`config.mk`:
```
export PLATFORM = sky130hd
export DESIGN_NAME = dds_phase_gen
export DESIGN_NICKNAME = d
export VERILOG_FILES = /design/src/rtl/dds_phase_gen.sv
export SDC_FILE = /design/constraint.sdc
export NUM_CORES = 1
export LEC_CHECK = 0
export CORE_ASPECT_RATIO = 1.25
export CORE_UTILIZATION = 39
export DETAILED_ROUTE_END_ITERATION = 6
export PLACE_DENSITY = 0.6
export SLEW_MARGIN = 0
export SYNTH_ARGS = -nofsm -noshare
export SYNTH_HDL_FRONTEND = slang
export SYNTH_SLANG_ARGS = --single-unit
```
`constraint.sdc`:
```
create_clock -name clk -period 2.63 [get_ports clk]
set_input_delay 0.6575 -clock clk [delete_from_list [all_inputs] [get_ports clk]]
set_output_delay 0.6575 -clock clk [all_outputs]
set_load 0.01 [all_outputs]
```
`src/rtl/dds_phase_gen.sv`:
```
// dds_phase_gen: phase accumulator and waveform shaper feeding the amplitude
// multiplier. The tuning word arrives over a 1-bit serial port, MSB first,
// into a pending register and is committed to the active word on ser_latch.
// One shaped unsigned sample is registered every cycle; sample_valid marks
// the cycles whose sample followed an accumulator advance.
//
// Build option: define DDS_PHASE_DITHER_EN to add a 12-bit LFSR phase dither
// ahead of the shaper. The dither affects only the shaped phase and is never
// written back into the accumulator.
module dds_phase_gen #(
    parameter int unsigned ACC_W = 24,
    parameter int unsigned OUT_W = 12
) (
    input  logic             clk,
    input  logic             rst,
    input  logic             en,
    input  logic             phase_rst,
    input  logic             ser_in,
    input  logic             ser_valid,
    input  logic             ser_latch,
    input  logic [1:0]       wave_sel,
    output logic [OUT_W-1:0] sample_out,
    output logic             sample_valid,
    output logic             wrap
);

    // Number of accumulator LSBs dropped when forming the shaper phase.
    localparam int unsigned PHASE_SHIFT = ACC_W - OUT_W;

    typedef enum logic [1:0] {
        WAVE_SAW  = 2'b00,
        WAVE_TRI  = 2'b01,
        WAVE_SQR  = 2'b10,
        WAVE_ISAW = 2'b11
    } wave_e;

    // The phase slice needs at least one accumulator bit below it.
    if (ACC_W < OUT_W + 1) begin : g_width_check
        $error("dds_phase_gen: ACC_W must be at least OUT_W+1");
    end

    logic [ACC_W-1:0] fw_pend;
    logic [ACC_W-1:0] fw_active;
    logic [ACC_W-1:0] acc;
    logic [ACC_W:0]   acc_sum;
    logic [OUT_W-1:0] phase;
    logic [OUT_W-1:0] ramp2x;
    logic [OUT_W-1:0] shaped;

    // Serial tuning-word load; a latch in the same cycle as a shift commits
    // the pre-shift pending value.
    always_ff @(posedge clk) begin
        if (rst) begin
            fw_pend   <= '0;
            fw_active <= '0;
        end else begin
            if (ser_valid) begin
                fw_pend <= {fw_pend[ACC_W-2:0], ser_in};
            end
            if (ser_latch) begin
                fw_active <= fw_pend;
            end
        end
    end

    // Carry-extended add; the MSB is the overflow that drives wrap.
    assign acc_sum = {1'b0, acc} + {1'b0, fw_active};

    // Phase accumulator with phase_rst taking priority over en.
    always_ff @(posedge clk) begin
        if (rst) begin
            acc  <= '0;
            wrap <= 1'b0;
        end else if (phase_rst) begin
            acc  <= '0;
            wrap <= 1'b0;
        end else if (en) begin
            acc  <= acc_sum[ACC_W-1:0];
            wrap <= acc_sum[ACC_W];
        end else begin
            wrap <= 1'b0;
        end
    end

`ifdef DDS_PHASE_DITHER_EN
    localparam int unsigned LFSR_W = 12;

    // Dither must sit entirely below the phase slice.
    if (PHASE_SHIFT < LFSR_W) begin : g_dither_check
        $error("dds_phase_gen: dither needs ACC_W-OUT_W >= 12");
    end

    logic [LFSR_W-1:0] lfsr;
    logic              lfsr_fb;
    logic [ACC_W-1:0]  dith_sum;

    // Fibonacci feedback from taps 12,11,10,4.
    assign lfsr_fb = lfsr[11] ^ lfsr[10] ^ lfsr[9] ^ lfsr[3];

    // LFSR advances once per enabled cycle, seeded non-zero.
    always_ff @(posedge clk) begin
        if (rst) begin
            lfsr <= LFSR_W'(1);
        end else if (en) begin
            lfsr <= {lfsr[LFSR_W-2:0], lfsr_fb};
        end
    end

    assign dith_sum = acc + ACC_W'(lfsr);
    assign phase    = OUT_W'(dith_sum >> PHASE_SHIFT);
`else
    assign phase    = OUT_W'(acc >> PHASE_SHIFT);
`endif

    // Doubled ramp used for both halves of the triangle.
    assign ramp2x = {phase[OUT_W-2:0], 1'b0};

    // Waveform shaper on the pre-add phase.
    always_comb begin
        shaped = '0;
        case (wave_e'(wave_sel))
            WAVE_SAW:  shaped = phase;
            WAVE_TRI:  shaped = phase[OUT_W-1] ? ~ramp2x : ramp2x;
            WAVE_SQR:  shaped = {OUT_W{phase[OUT_W-1]}};
            WAVE_ISAW: shaped = ~phase;
            default:   shaped = '0;
        endcase
    end

    // Output registers; the sample updates every cycle, valid only after en.
    always_ff @(posedge clk) begin
        if (rst) begin
            sample_out   <= '0;
            sample_valid <= 1'b0;
        end else begin
            sample_out   <= shaped;
            sample_valid <= en & ~phase_rst;
        end
    end

endmodule
```
# Word-level counts from Yosys, hierarchy flattened
# Cells that the tools add are included.
dict set report word_totals {
  register_bits 86
  out_inout_bits 14
  wordCells 20
  in_bits 9
}
dict set report op_classes {
  bitwise 5
  eq_ne 3
  muxes 2
  n_reduce_logical 3
  add_sub_neg 1
}
# operator count
set ops {}
lappend ops {{$pmux 12 s4} 1}
lappend ops {{$add 24x24->25} 1}
lappend ops {{$not 12->12} 2}
lappend ops {{$mux 12} 1}
lappend ops {{$eq 2x2->1 const B} 2}
lappend ops {{$reduce_or 3->1} 1}
lappend ops {{$eq 2x1->1 const B} 1}
lappend ops {{$logic_not 2->1} 1}
lappend ops {{$not 1->1} 2}
lappend ops {{$reduce_or 2->1} 1}
lappend ops {{$and 1x1->1} 1}

# Logic depth before layout (Yosys ltp)
# Gate-level depths: netlist of run 1.
dict set report logic_depth {
  word_depth 3
  mapped_depth 9
  ltp_nobuf 9
}

# Worst setup path before layout of run 1
# Ideal clock, no wire load.
dict set report synth_timing {
  path_type {register to register}
  start {register fw_active[0]}
  end {register acc[22]}
  setup_ps 122
  path_slack_ps 341
  path_stages_with_launch 10
  arrival_ps 2167
  period_less_slack_ps 2289
  required_ps 2508
  path_buffers 0
  path_cell_list {dfxtp_1 > ha_1 > fa_1 > a21o_1 > a31oi_1 > or2_1 > a21oi_2 > a31o_1 > nor4b_1 > a311o_1}
}
dict set report synth_via {
  elab_chain_cells 1
}
# element line_no
set synth_lines {}
lappend synth_lines {{start, declared} 43} ;# logic [ACC_W-1:0] fw_active;
lappend synth_lines {{start signal, assigned} 61} ;# fw_active <= fw_pend;
lappend synth_lines {{$add 24x24->25} 67} ;# assign acc_sum = {1'b0, acc} + {1'b0, fw_active};
lappend synth_lines {{end signal, assigned} 78} ;# acc <= acc_sum[ACC_W-1:0];
lappend synth_lines {{end, declared} 44} ;# logic [ACC_W-1:0] acc;
# No other way between the ends.
# A chain may end at the register's enable or synchronous reset.

# Worst setup path after layout of run 1
# Same ends and word-level chain as after synthesis.

==> flow_summary_export.csv, run 1 <==
group,metric,value,unit
layout,n_antenna_cell,0,
detailed_routing,firstDrtPassIters,4,
timing,hold_viol,0,
power,totalPowerFinal,2.78,mW
timing,finClkSkew,0.0103,ns
synth,synth_cells,522,
worst_setup_path,cp-endpoint,"acc[22]",
power,p_comb_share,6.7,%
placement,gp_congestion,0.859,
floorplan,num_rows,43,
synth,synthTopCellsByArea,"dfxtp_1, mux2i_1, nor2_1",
layout,nFillCells,1085,
timing,setup_tns,0,ns
worst_setup_path,critical_path.cell_chain,"ha_1 > fa_1 > a21o_1 > a31oi_1 > or2_1 > a21oi_2 > a31o_1 > nor4b_1 > a311o_1",
clock_network,clock-root-buffer,"clkbuf_16",
layout,final_util,46.3,%
power,swShare,23.3,%
synth,synth-edff-count,0,
synth,syn_area_per_cell,8.80,sq um
synth,synth_common_cells,"dfxtp_1, nor2_1, mux2i_1",
clock_network,clkTransAtPathRegs,0.07,ns
power,ir_drop,291,uV
synth,async_reset_ff_share,0,%
detailed_routing,drt-initial-drc-count,113,
synth,yosys_warnings,0,
grt,grt_max_degree,61,
worst_setup_path,r2r_cells,9,
power,powerDensity,531,nW/um^2
floorplan,fp.dieW,99.1,microns
worst_setup_path,cp-start-kind,"register",
synth,synth_flop_cell,"dfxtp_1",
hold_path,hp-class,"register to register",
synth,synth.distinct_cells,55,
timing,rsz0062_at_grt,"no",
synth,synth_most_common_cell,"dfxtp_1",
floorplan,die_area,12200,sq um
worst_setup_path,reg2reg_to,"acc[22]",
detailed_routing,routed_wirelength,10200,microns
worst_setup_path,arrival,2.73,ns
synth,yosysSeqAreaShare,37.5,%
placement,port_buffers,22,
timing,period_needed,2.49,ns
floorplan,core,11300,sq um
worst_setup_path,crit_fanout,3,
layout,stdcell_area,5230,sq um
detailed_routing,post-route-drc-count,0,
clock_network,cts_hold_buf,0,
detailed_routing,vias,3697,
worst_setup_path,worstSetupEndpointType,"register",
timing,finalCritPeriodShare,94.6,%
worst_setup_path,slowest_stage,"fa_1",
synth,syn_nets,556,
clock_network,numCtsBuffers,9,
synth,synth_top_area_share,37.5,%
clock_network,cts_buffer_depth,2,
worst_setup_path,setup.worst_path.start,"fw_active[0]",
floorplan,die_h,123,microns
power,p_leak,2.28,nW
clock_network,htreeDepth,3,
timing,setup_viol,0,
power,p_sw,0.647,mW
clock_network,cts_resized,0,
timing,whs,0.492,ns
grt,grt_pass1_vias,3596,
clock_network,post-cts-setup-buffer-count,0,
clock_network,cts.sinks,86,
timing,slew_headroom,56.6,%
clock_network,cts_tree,"done",
synth,yosysTopAreaCell,"dfxtp_1",
placement,dp_hpwl,7200,microns
worst_setup_path,required,2.87,ns
worst_setup_path,critical_path_class,"register to register",
layout,fin_nets,565,
floorplan,pin_count,23,
grt,globalRoute.totalOverflow,0,
power,pwr-share-seq,47.7,%
status,status,"completed",
synth,ys_ff_latch,86,
power,p_clk_share,45.7,%
detailed_routing,wire_per_inst,15.2,microns
detailed_routing,vias_per_cell,5.51,
timing,fmax,402,MHz
grt,antenna_found_initial,0,
layout,drive_gt1_share,7.28,%
power,intPower,2.13,mW
timing,slew_violations,0,
layout,syn2layout_area_growth,13.9,%
clock_network,clk_latency,0.35,ns
worst_setup_path,max_stage_delay,0.41,ns
worst_setup_path,ff2ff_setup_slack,0.14,ns
grt,grt_pass1_wl,17200,microns
detailed_routing,ant_nets,0,
synth,synthesis.area,4590,sq um
grt,grt_util_all_layers,18.2,%
timing,worst_slew_pin_slew,0.651,ns
worst_setup_path,r2r_start,"fw_active[0]",
run,drv_cap,0,
placement,placed_area,4940,sq um
floorplan,start_util,40.7,%
metrics by stage:
| step | setup slack (ns) | cells |
|---|---|---|
| 3_5_place_dp | 0.144 | 655 |
| 4_1_cts | 0.130 | 671 |
| 6_report | 0.143 | 671 |
| 5_1_grt | 0.00780 | 671 |
| 2_1_floorplan | 0.341 | 522 |
| 3_3_place_gp | 0.203 | 655 |
metal layers:
layer / part of all wire (%) / vias to the layer above / GRT usage (%)
met5: 0 / - / 0
met3: 2.3 / 15 / 3.56
met1: 45 / 1747 / 20.3
met2: 50 / 53 / 33.1
met4: 2.2 / 0 / 8.92
li1: - / 1882 / -
power groups by stage:
stage          sequential, mW  clock (mW)  combinational [mW]
5_1_grt                  1.33        1.36               0.203
6_report                 1.32        1.27               0.186
3_3_place_gp             1.35           0               0.184
2_1_floorplan            1.36           0               0.116
3_5_place_dp             1.35           0               0.186
4_1_cts                  1.32        1.31               0.187
area by class of cell:
type,count,area [sq um],area share (%)
Clock buffer,11,233,4.45
Tap cell,135,169,3.23
Inverter,6,22.5,0.431
Multi-Input combinational cell,390,2690,51.4
Clock inverter,5,60.1,1.15
Timing Repair Buffer,38,335,6.41
Sequential cell,86,1720,32.9
state kept, by name, indices dropped and copies added (netlist names):
name,cells
sample_out,12
fw_pend,24
acc,24
wrap,1
fw_active,24
sample_valid,1
cells by family after synthesis:
family	synth area share (%)
AO/OA/AOI/OAI	15.8
XOR/XNOR	4.96
adder cells (fa/ha/maj)	6.97
buffers and inverters	3.95
flip-flops	37.5
multiplexers	14.4
AND/OR/NAND/NOR	16.5
critical path, delay by kind of cell (launching register included):
family / cells / cell delay [ns]
AOI/OAI and AO/OA: 5 / 1.11
adders and majority gates: 2 / 0.63
DFF: 1 / 0.32
and+or+nand+nor: 2 / 0.32
worst min path at each step:
| stage | start | endpoint | slack (ns) | cells past startpoint |
|---|---|---|---|---|
| after floorplan | acc[7] | acc[7] | 0.46 | 2 |
| after global routing | acc[9] | acc[9] | 0.52 | 2 |
| after detailed placement | acc[11] | acc[11] | 0.48 | 2 |
| after CTS | acc[11] | acc[11] | 0.49 | 2 |
| after global placement | fw_pend[23] | fw_pend[23] | 0.47 | 2 |
| final | acc[11] | acc[11] | 0.49 | 2 |
layout by cell type, fill, tap and decap left out, drive strengths merged, types with 3 or more instances in the layout:
| master | count |
|---|---|
| dfxtp | 86 |
| nor2 | 84 |
| mux2i | 66 |
| a21oi | 36 |
| nand2 | 29 |
| ha | 24 |
| clkdlybuf4s50 | 21 |
| o21ai | 19 |
| buf | 17 |
| xor2 | 16 |
| nand3 | 15 |
| o211ai | 13 |
| clkbuf | 11 |
| xnor2 | 10 |
| a221oi | 10 |
| a31oi | 6 |
| nand4 | 6 |
| nand3b | 6 |
| inv | 5 |
| a21o | 5 |
| a211oi | 5 |
| and3 | 4 |
| clkinv | 4 |
| nor3 | 3 |
| nor2b | 3 |
| or2 | 3 |
Note: power is estimated with default switching activity, not from simulation.
==> run 2: changes to the inputs <==
--- a/config.mk
+++ b/config.mk
@@ -6,6 +6,7 @@
 export NUM_CORES = 1
 export LEC_CHECK = 0
 export CORE_ASPECT_RATIO = 1.25
+export CORE_MARGIN = 2
 export CORE_UTILIZATION = 39
 export DETAILED_ROUTE_END_ITERATION = 6
 export PLACE_DENSITY = 0.6
@@ -13,3 +14,4 @@
 export SYNTH_ARGS = -nofsm -noshare
 export SYNTH_HDL_FRONTEND = slang
 export SYNTH_SLANG_ARGS = --single-unit
+export TNS_END_PERCENT = 5
==> flow_summary_export.csv, run 2 (synthesis results as in run 1) <==
group,metric,value,unit
status,status,"completed",
grt,grt_max_degree,51,
worst_setup_path,worstSetupEndpointType,"register",
floorplan,die_area,12700,sq um
timing,setup_tns,0,ns
worst_setup_path,r2r_cells,9,
layout,fin_nets,566,
grt,antenna_found_initial,0,
timing,fmax,406,MHz
worst_setup_path,ff2ff_setup_slack,0.17,ns
power,p_comb_share,6.8,%
floorplan,start_util,39.7,%
hold_path,min_from,"acc[8]",
power,powerDensity,520,nW/um^2
hold_path,hold_end,"acc[8]",
grt,globalRoute.totalOverflow,0,
worst_setup_path,critical_path_class,"register to register",
floorplan,core,11600,sq um
worst_setup_path,critical_path.cell_chain,"ha_1 > fa_1 > a21o_1 > a31oi_1 > or2_1 > a21oi_2 > a31o_1 > nor4b_1 > a311o_1",
floorplan,fp.dieW,101,microns
clock_network,post-cts-setup-buffer-count,0,
layout,syn2layout_area_growth,14.0,%
timing,period_needed,2.46,ns
power,totalPowerFinal,2.72,mW
hold_path,hold_depth,2,
grt,grt_pass1_wl,17000,microns
detailed_routing,drt-initial-drc-count,119,
hold_path,hp-class,"register to register",
worst_setup_path,reg2reg_to,"acc[22]",
placement,placed_area,4950,sq um
worst_setup_path,cp.depth,9,
clock_network,cts_buffer_depth,2,
worst_setup_path,r2r_start,"fw_active[0]",
worst_setup_path,critPathBufInv,0,
worst_setup_path,slowest_stage,"fa_1",
timing,worst_slew_pin_slew,0.484,ns
detailed_routing,firstDrtPassIters,4,
clock_network,cts_tree,"done",
timing,finClkSkew,0.00649,ns
detailed_routing,vias_per_cell,5.51,
layout,stdcell_area,5240,sq um
power,ir_drop,236,uV
worst_setup_path,required,2.86,ns
clock_network,numCtsBuffers,9,
clock_network,cts_hold_buf,0,
clock_network,cts.sinks,86,
floorplan,pin_count,23,
power,intPower,2.08,mW
layout,n_antenna_cell,0,
detailed_routing,vias,3722,
power,swShare,23.4,%
placement,dp_hpwl,7230,microns
placement,dpl_worst_slack,0.157,ns
detailed_routing,wire_per_inst,15.0,microns
worst_setup_path,crit_fanout,3,
layout,top_regs,"acc (24), fw_active (24), fw_pend (24)",
worst_setup_path,arrival,2.69,ns
layout,nFillCells,1133,
worst_setup_path,cp-start-kind,"register",
timing,setup_slack,0.168,ns
timing,rsz0062_at_grt,"no",
clock_network,clkTransAtPathRegs,0.06,ns
grt,grt_util_all_layers,16.7,%
layout,layout_commonest_cell,"dfxtp_1",
floorplan,die_h,125,microns
floorplan,num_rows,44,
detailed_routing,ant_nets,0,
worst_setup_path,max_stage_delay,0.41,ns
placement,port_buffers,22,
power,p_clk_share,44.6,%
worst_setup_path,path_delay_family,"compound AO/OA/AOI/OAI gates",
timing,setup_viol,0,
power,p_sw,0.638,mW
timing,slew_violations,0,
clock_network,clk_latency,0.34,ns
timing,hold_viol,0,
clock_network,clock-root-buffer,"clkbuf_16",
detailed_routing,routed_wirelength,10100,microns
detailed_routing,post-route-drc-count,0,
power,pwr-share-seq,48.7,%
clock_network,htreeDepth,3,
grt,grt_pass1_vias,3639,
clock_network,cts_resized,0,
power,p_leak,2.28,nW
layout,drive_gt1_share,7.82,%
timing,finalCritPeriodShare,93.6,%
run,drv_cap,0,
placement,gp_congestion,0.884,
layout,final_cell_mix,"dfxtp_1, nor2_1, mux2i_1",
timing,slew_headroom,67.4,%
-- run 2: changes by cell type in the layout (fill, tap and decap cells not counted), sizes merged --
cell,previous run,this run
buf,17,18
bufinv,1,0
clkinvlp,1,2
-- run 2: per-layer routing --
layer  vias up  GRT usage (%)  wire, microns
met1      1787           19.9           4540
met4         0           5.48            125
li1       1887              -              -
met5         -              0              0
met2        39           29.0           5190
met3         9           4.14            248
-- run 2: worst register-to-register path, cell delays in order (launching register included) --
cell	delay (ns)
dfxtp_1	0.31
ha_1	0.21
fa_1	0.41
a21o_1	0.23
a31oi_1	0.20
or2_1	0.16
a21oi_2	0.08
a31o_1	0.27
nor4b_1	0.15
a311o_1	0.32
-- run 2: worst max-delay path by stage --
stage / from / to / slack (ns)
after global placement: fw_active[0] / acc[22] / 0.20
after floorplan: fw_active[0] / acc[22] / 0.34
after detailed placement: fw_active[0] / acc[22] / 0.16
after global routing: fw_active[0] / acc[22] / 0.0006
final: fw_active[0] / acc[22] / 0.17
after CTS: fw_active[0] / acc[22] / 0.14
-- run 2: layout make-up --
type / count / area (sq um) / share of cell area, %
Clock buffer: 11 / 253 / 4.83
Sequential cell: 86 / 1720 / 32.9
Tap cell: 138 / 173 / 3.30
Timing Repair Buffer: 39 / 343 / 6.55
Clock inverter: 5 / 33.8 / 0.645
Multi-Input combinational cell: 390 / 2690 / 51.4
Inverter: 6 / 22.5 / 0.430
-- run 2: power by group through the flow --
stage / clock [mW] / sequential [mW] / combinational (mW)
3_3_place_gp: 0 / 1.35 / 0.183
5_1_grt: 1.30 / 1.33 / 0.200
4_1_cts: 1.25 / 1.33 / 0.185
6_report: 1.21 / 1.33 / 0.184
3_5_place_dp: 0 / 1.35 / 0.185
2_1_floorplan: 0 / 1.36 / 0.116
-- run 2: through the flow --
| stage | hold slack, ns | instances | utilization [%] |
|---|---|---|---|
| after floorplan | 0.457 | 522 | - |
| after CTS | 0.494 | 675 | 45.3 |
| after global routing | 0.536 | 675 | 45.3 |
| after detailed placement | 0.479 | 659 | 42.8 |
| after global placement | 0.473 | 659 | 42.8 |
| final | 0.489 | 675 | 45.3 |
